$ cat src/rtl/disp_pkg.sv
// disp_pkg: shared constants, the display word layout and the leading-zero
// helper used by the hex display scanner.
package disp_pkg;

    localparam int NDIG        = 4;
    localparam int NIB_W       = 4;
    localparam int IDX_W       = 2;
    localparam int HEX_W       = NDIG * NIB_W;
    localparam int DIV_DEFAULT = 50000;
    localparam int GAP_DEFAULT = 500;

    localparam logic [NDIG-1:0] AN_OFF = 4'b1111;

    // One complete display word: four nibbles, four decimal points, four blanks.
    typedef struct packed {
        logic [HEX_W-1:0] hex;
        logic [NDIG-1:0]  pt;
        logic [NDIG-1:0]  le;
    } disp_word_t;

    // True when digit idx is a leading zero: idx is not the rightmost digit
    // and every nibble from the leftmost digit down to idx is zero.
    function automatic logic leading_zero(input logic [HEX_W-1:0] hexWord,
                                          input logic [IDX_W-1:0] idx);
        logic allZero;
        allZero = 1'b1;
        for (int d = 0; d < NDIG; d++) begin
            if ((d >= int'(idx)) && (hexWord[d*NIB_W +: NIB_W] != '0)) begin
                allZero = 1'b0;
            end
        end
        return allZero && (idx != '0);
    endfunction

endpackage

$ cat src/rtl/scan_tick_gen.sv
// scan_tick_gen: per-slot cycle counter for the display scanner. Reports the
// last cycle of each slot (wrap) and the trailing anti-ghosting window (blank).
module scan_tick_gen #(
    parameter int DIV = 4,
    parameter int GAP = 1,
    localparam int CNT_W = (DIV > 1) ? $clog2(DIV) : 1
) (
    input  logic i_clk,
    input  logic i_rst_n,
    output logic o_wrap,
    output logic o_blank
);

    localparam logic [CNT_W-1:0] LAST   = CNT_W'(DIV - 1);
    localparam logic [31:0]      ON_LEN = 32'(DIV - GAP);

    logic [CNT_W-1:0] r_cnt;

    // Slot counter: runs 0..DIV-1 and wraps back to 0.
    always_ff @(posedge i_clk or negedge i_rst_n) begin
        if (!i_rst_n) begin
            r_cnt <= '0;
        end else if (r_cnt == LAST) begin
            r_cnt <= '0;
        end else begin
            r_cnt <= r_cnt + CNT_W'(1);
        end
    end

    assign o_wrap  = (r_cnt == LAST);
    assign o_blank = (32'(r_cnt) >= ON_LEN);

endmodule

$ cat src/rtl/hex_disp_scanner.sv
// hex_disp_scanner: time-multiplexed scan driver for a 4-digit common-anode
// 7-segment display feeding an MC14495 decoder. New words are double-buffered
// and only swapped in at a frame boundary so the display never tears.
// Optional feature: define LZ_BLANK_EN for leading-zero blanking.
module hex_disp_scanner
    import disp_pkg::*;
#(
    parameter int DIV = DIV_DEFAULT,
    parameter int GAP = GAP_DEFAULT
) (
    input  logic              clk,
    input  logic              rst_n,
    input  logic              load,
    input  logic [HEX_W-1:0]  hex_in,
    input  logic [NDIG-1:0]   pt_in,
    input  logic [NDIG-1:0]   le_in,
    output logic              upd_done,
    output logic              pend,
    output logic [NIB_W-1:0]  hex,
    output logic              point,
    output logic              LE,
    output logic [NDIG-1:0]   AN
);

    logic             w_wrap;
    logic             w_blank;
    logic             w_boundary;
    logic             w_leSel;
    disp_word_t       w_newWord;

    logic [IDX_W-1:0] r_idx;
    disp_word_t       r_pending;
    disp_word_t       r_shadow;
    logic             r_pend;
    logic             r_updDone;
    logic [NDIG-1:0]  r_an;
    logic [NIB_W-1:0] r_hex;
    logic             r_point;
    logic             r_le;

    scan_tick_gen #(
        .DIV (DIV),
        .GAP (GAP)
    ) u_tick (
        .i_clk   (clk),
        .i_rst_n (rst_n),
        .o_wrap  (w_wrap),
        .o_blank (w_blank)
    );

    assign w_boundary = w_wrap && (r_idx == IDX_W'(NDIG - 1));
    assign w_newWord  = {hex_in, pt_in, le_in};

`ifdef LZ_BLANK_EN
    assign w_leSel = r_shadow.le[r_idx] | leading_zero(r_shadow.hex, r_idx);
`else
    assign w_leSel = r_shadow.le[r_idx];
`endif

    // Digit index steps to the next digit whenever a slot ends.
    always_ff @(posedge clk or negedge rst_n) begin
        if (!rst_n) begin
            r_idx <= '0;
        end else if (w_wrap) begin
            r_idx <= r_idx + IDX_W'(1);
        end
    end

    // Double buffer: frame boundary moves pending into shadow using the old
    // pending value; a load in the same cycle refills pending and keeps pend set.
    always_ff @(posedge clk or negedge rst_n) begin
        if (!rst_n) begin
            r_pending <= '0;
            r_shadow  <= '0;
            r_pend    <= 1'b0;
            r_updDone <= 1'b0;
        end else begin
            r_updDone <= 1'b0;
            if (w_boundary && r_pend) begin
                r_shadow  <= r_pending;
                r_pend    <= 1'b0;
                r_updDone <= 1'b1;
            end
            if (load) begin
                r_pending <= w_newWord;
                r_pend    <= 1'b1;
            end
        end
    end

    // Registered decoder/anode drive; during the gap the anodes are off and
    // the nibble and point simply hold.
    always_ff @(posedge clk or negedge rst_n) begin
        if (!rst_n) begin
            r_an    <= AN_OFF;
            r_le    <= 1'b1;
            r_hex   <= '0;
            r_point <= 1'b0;
        end else if (w_blank) begin
            r_an    <= AN_OFF;
            r_le    <= 1'b1;
        end else begin
            r_an    <= ~(NDIG'(1) << r_idx);
            r_hex   <= r_shadow.hex[r_idx*NIB_W +: NIB_W];
            r_point <= r_shadow.pt[r_idx];
            r_le    <= w_leSel;
        end
    end

    assign upd_done = r_updDone;
    assign pend     = r_pend;
    assign hex      = r_hex;
    assign point    = r_point;
    assign LE       = r_le;
    assign AN       = r_an;

endmodule

$ cat config.mk
export PLATFORM = sky130hd
export DESIGN_NAME = hex_disp_scanner
export DESIGN_NICKNAME = d
export VERILOG_FILES = /design/src/rtl/disp_pkg.sv /design/src/rtl/scan_tick_gen.sv /design/src/rtl/hex_disp_scanner.sv
export SDC_FILE = /design/constraint.sdc
export NUM_CORES = 1
export LEC_CHECK = 0
export CAP_MARGIN = 20
export CORE_ASPECT_RATIO = 2
export CORE_MARGIN = 2
export CORE_UTILIZATION = 50
export CTS_BUF_LIST = sky130_fd_sc_hd__clkbuf_16
export DETAILED_ROUTE_END_ITERATION = 16
export PLACE_DENSITY = 0.73
export SKIP_LAST_GASP = 1
export SYNTH_ARGS = -nofsm -noshare
export SYNTH_HDL_FRONTEND = slang
export SYNTH_HIERARCHICAL = 1
export SYNTH_SLANG_ARGS = --single-unit
$ cat constraint.sdc
create_clock -name clk -period 2.85 [get_ports clk]
set_clock_uncertainty 0.2 [all_clocks]
set_input_delay 0.57 -clock clk [delete_from_list [all_inputs] [get_ports clk]]
set_output_delay 0.57 -clock clk [all_outputs]
set_load 0.01 [all_outputs]
# --- After elaboration in Yosys (flattened, before gate mapping) ---
# Cells that the tools add are included.
word_totals:
  ff_bits: 78
  latchBits: 0
  mem_bits_rw: 0
  mem_bits_ro: 0
  in_bits: 27
  wordCells: 36
  mem_count: 0
op_classes:
  addsub: 2
  n_mul: 0
  div_mod_pow: 0
  order_cmp: 2
  eq_ne: 2
  shifts: 2
  n_mux: 10
  bitwise: 1
  reduce_logical: 3
ops:
  columns: ["operator", "n"]
  rows:
  - ["16-bit by 1-bit adder with 16-bit output (second input constant)", 1]
  - ["16-bit == test (second input constant)", 1]
  - ["16-bit >= comparator (second input constant)", 1]
  - ["16-bit 2-to-1 mux", 1]
  - ["16-bit by 5-bit variable part select with 4-bit output", 1]
  - ["1-bit 2-to-1 mux", 6]
  - ["1-bit binary-select mux with 2-bit select", 2]
  - ["4-bit 2-to-1 mux", 1]
  - ["4-bit NOT", 1]
  - ["1-bit by 2-bit << shifter with 4-bit output (first input constant)", 1]
  - ["2-bit by 3-bit < comparator with 1-bit output (second input constant)", 1]
  - ["2-bit by 1-bit adder with 2-bit output (second input constant)", 1]
  - ["2-bit == test (second input constant)", 1]
  - ["1-bit logical AND", 2]
  - ["2-bit nonzero test", 1]

# --- Longest topological paths before layout ---
# Gate-level depths: netlist (run 1).
depth:
  depth_word: 5
  ltp_mapped: 6

# --- Hierarchy ---
# The synthesis (run 1) kept the hierarchy.
modules_own_cells:
  columns: ["mod", "n_inst", "cells_per_inst", "area_per_inst_um2", "seq_area_each_um2"]
  rows:
  - ["hex_disp_scanner", 1, 164, 2518.7, 1557.7]
  - ["scan_tick_gen", 1, 77, 804.5, 400.4]

# --- Worst setup path before layout (run 1) ---
# No wires, ideal clock.
synth_timing:
  kind: "register to register"
  from: "reg u_tick.r_cnt[7]"
  to: "reg r_shadow[10] (netlist bit)"
  setup_ps: 125
  arrival_ps: 2241
  required_time_ps: 2525
  slack_ps: 284
  stages_incl_launch_ff: 6
  n_path_buf: 1
  path_cell_list: "dfrtp_1 > or4b_1 > nor4_4 > nand3_4 > buf_6 > mux2_4"
synth_via:
  elab_chain_len: 3
synth_lines:
  columns: ["element", "line", "text"]
  rows:
  - ["from (decl)", "scan_tick_gen.sv:17", "logic [CNT_W-1:0] r_cnt;"]
  - ["from (signal assigned)", "scan_tick_gen.sv:26", "r_cnt <= r_cnt + CNT_W'(1);"]
  - ["16-bit == test", "scan_tick_gen.sv:30", "assign o_wrap = (r_cnt == LAST);"]
  - ["via w_wrap", "hex_disp_scanner.sv:25", "logic w_wrap;"]
  - ["1-bit logical AND", "hex_disp_scanner.sv:51", "assign w_boundary = w_wrap && (r_idx == IDX_W'(NDIG - 1));"]
  - ["1-bit logical AND", "hex_disp_scanner.sv:79", "if (w_boundary && r_pend) begin"]
  - ["to (signal assigned)", "hex_disp_scanner.sv:80", "r_shadow <= r_pending;"]
  - ["to (decl)", "hex_disp_scanner.sv:33", "disp_word_t r_shadow;"]
# The timed path passes the listed nets, and every way through them passes these cells.
# A chain may end at the register's enable or synchronous reset.

# --- Worst setup path after layout (run 1) ---
layout_timing:
  from: "reg u_tick.r_cnt[10]"
  to: "reg r_hex[0] (netlist: hex[0])"
layout_via:
  elab_chain_len: 1
layout_lines:
  columns: ["element", "line", "text"]
  rows:
  - ["16-bit >= comparator", "scan_tick_gen.sv:31", "assign o_blank = (32'(r_cnt) >= ON_LEN);"]
  - ["via w_blank", "hex_disp_scanner.sv:26", "logic w_blank;"]
  - ["to (signal assigned)", "hex_disp_scanner.sv:104", "r_hex <= r_shadow.hex[r_idx*NIB_W +: NIB_W];"]
  - ["to (decl)", "hex_disp_scanner.sv:37", "logic [NIB_W-1:0] r_hex;"]
# The timed path passes the listed nets, and every way through them passes these cells.

==> results of run 1 <==
==> layout by cell type, fill, tap and decap left out, drive strengths merged, types with 3 or more instances in the layout <==
cell type | Yosys | routed
dfrtp | 73 | 73
mux2 | 48 | 48
clkdlybuf4s50 | 0 | 37
inv | 13 | 16
clkbuf | 1 | 9
nor2 | 7 | 7
xor2 | 7 | 7
nand3 | 7 | 7
nand2b | 6 | 6
mux2i | 6 | 6
ha | 6 | 6
xnor2 | 6 | 6
buf | 7 | 6
dfstp | 5 | 5
a211oi | 5 | 5
a221oi | 5 | 5
nand2 | 5 | 5
nor3 | 4 | 4
and2b | 3 | 3
nor2b | 3 | 3
nand4 | 3 | 3
or2 | 3 | 3
clkinv | 0 | 3
==> cell usage after synthesis (all sizes together) (3+ instances only) <==
| cell type | number |
|---|---|
| xnor2 | 6 |
| dfrtp | 73 |
| or2 | 3 |
| nand2b | 6 |
| a221oi | 5 |
| and2b | 3 |
| nor2b | 3 |
| mux2i | 6 |
| buf | 7 |
| nand3 | 7 |
| nand2 | 5 |
| nor2 | 7 |
| nor3 | 4 |
| a211oi | 5 |
| nand4 | 3 |
| ha | 6 |
| mux2 | 48 |
| xor2 | 7 |
| inv | 13 |
| dfstp | 5 |
==> through the flow <==
stage / worst slack (ns) / hold slack [ns] / instances
2_1_floorplan: 0.284 / 0.0744 / 241
3_3_place_gp: 0.426 / 0.280 / 364
3_5_place_dp: 0.372 / 0.280 / 364
4_1_cts: 0.382 / 0.0545 / 379
5_1_grt: 0.253 / 0.0837 / 379
6_report: 0.382 / 0.0403 / 379
==> sequential cells by signal (all words and copies together), names as in the netlist <==
register and count:
upd_done 1, r_pending 24, hex 4, AN 4, pend 1, u_tick/r_cnt 16
point 1, LE 1, r_idx 2, r_shadow 24
==> power groups by stage <==
stage,Combinational [mW],Sequential (mW),Clock (mW)
finish,0.103,1.16,0.954
global route,0.114,1.17,1.03
CTS,0.107,1.16,0.981
detailed placement,0.106,1.18,0
global placement,0.102,1.18,0
floorplan,0.0422,1.17,0
==> layer usage <==
metal / vias to the layer above / part of all wire [%] / global-route usage [%]
met5: - / 0 / 0
met1: 1016 / 44 / 22.8
met4: 0 / 1.8 / 6.91
met3: 8 / 4.8 / 7.06
li1: 939 / - / -
met2: 50 / 49 / 24.2
==> cell families after synthesis <==
| family | count (synthesis) | synth area share, % |
|---|---|---|
| xor gates and xnor gates | 13 | 3.43 |
| muxes | 55 | 18.9 |
| DFF | 78 | 58.9 |
| and+or+nand+nor | 51 | 9.49 |
| buffers and inverters | 21 | 3.28 |
| adders and majority gates | 6 | 2.26 |
| AOI/OAI and AO/OA | 17 | 3.77 |
==> how the worst max path moves through the flow <==
stage               cells after the start           end        startpoint  slack, ns
finish                                  6        hex[0]  u_tick/r_cnt[10]       0.38
global route                            6        hex[1]  u_tick/r_cnt[11]       0.25
CTS                                     4  r_shadow[10]  u_tick/r_cnt[11]       0.38
detailed placement                      4  r_shadow[10]  u_tick/r_cnt[11]       0.37
global placement                        4  r_shadow[10]  u_tick/r_cnt[10]       0.43
floorplan                               5  r_shadow[10]   u_tick/r_cnt[7]       0.28
==> area by class of cell <==
type,instances,area [um2],area share [%]
sequential,78,1960,48.3
multi-input combinational,142,1260,31.0
timing repair buffer,43,428,10.6
clock buffer,9,225,5.56
tap,88,110,2.72
inverter,13,48.8,1.20
clock inverter,6,23.8,0.587
==> run metrics, run 1 <==
DR DRC count 0; Seq pwr share 52.4%; vias in the first global route 1,972; Pre-Repair DR Iteration Count 4; # resized after CTS 0; Synth top area share 55.0%; final setup violating endpoints 0; Final Instance Area 4050 um2; HPWL Detailed 3.81 mm; Hold Vio Cnt, Final 0; final core occ 62.2%; crit-path cells or4_1, o311ai_1, a21oi_1, nand2b_1, a211oi_1, a221oi_1; setup tns final 0 ns; maximum clock path buffer count 2; first-iteration detailed-routing DRC count 72; Synth area leaders dfrtp_1, mux2_2, dfstp_2; Worst-Margin Slew 0.565 ns; status finished, final reports clean; count of flip-flops with a built-in enable after synthesis 0; sequential-to-total area share from yosys stat 58.9%; DRT Wirelength 5.44 mm; number of CTS-inserted buffers 9; cell internal pwr 1.77 mW; combinational share of power 4.6%; Final Net Count 320; WP data arrival 2.45 ns; predominant post-synthesis flop cell dfrtp_1; vias 2,013; TritonCTS clock tree yes; I/O Pins 39; Critical R2R Capture hex[0]; slowest CP cell or4_1; Cell Rows 42; Post-CTS Hold Fix Bufs 0; Die Ht 119 um; # port buffers 38; Final ANT Viol Nets 0; FMAX 405 MHz; yosys warns 6; CP Launch Type register; Max Cap Viol 0; largest net degree at the start of global routing 47; area leader, netlist dfrtp_1; delay of the slowest critical-path stage 0.63 ns; initial antenna violation count 0; Post-Syn Area 3320 um2; Placed Area 3800 um2; Net Sw Frac 20.1%; syn_nets 274; sum of buffers and inverters on the critical path 0; hold crit path type primary input to async pin; min Tclk post-route 2.47 ns; Worst Path Required 2.83 ns; Clock power frac 43.0%; launching point of the worst reg2reg path u_tick/r_cnt[10]; area grow syn2layout 21.9%; leakage power total 1.83 nW; post-route clock period utilization 86.6%; CTS H-tree depth 3; layout cells sized above 1 25.1%; global-route wire length before repair 9.14 mm; initial cell density of the core 51.0%; worst reg2reg path depth 6; DIE AREA 7350 um2; unrepaired setup endpoints after global routing false; post-CTS setup repair buffer count 0; Die X 61.6 um; Worst VDD drop 0.359 mV; core area 6520 um2; total gr overflow 0; Final Power 2.22 mW; GP Congestion 0.814; P_sw 446 uW; PD cells 548 nW/um2; post-synthesis register bit count 78; root buffer cell clkbuf_16; clk sinks 78; Slew HR 62.3%; clock latency at the later pin of the worst-skew pair 0.33 ns; CP endpoint kind register; Syn Inst Count 241; max-slew violations 0; All-Layer GR Usage 17.0%; Synth Area per Inst 13.8 um2; # fillers 556; Reg clk slew, reported paths 0.05 ns; antenna diode count 0; CP top delay family simple AND/OR/NAND/NOR gates; R2R Setup Slk 0.38 ns; Vias/cell 5.31; Critical Setup Path Class register to register; asr flop ratio synth 100%; crit path max fanout 6; Synth cell types 40; drt wl/cell 14.3 um
(Power assumes the default switching activity.)
==> inputs of run 2 (changes only) <==
Settings changed: SLEW_MARGIN from default to 20.
==> results of run 2 <==
Final layout, timing and power as in run 1 (identical DEF).
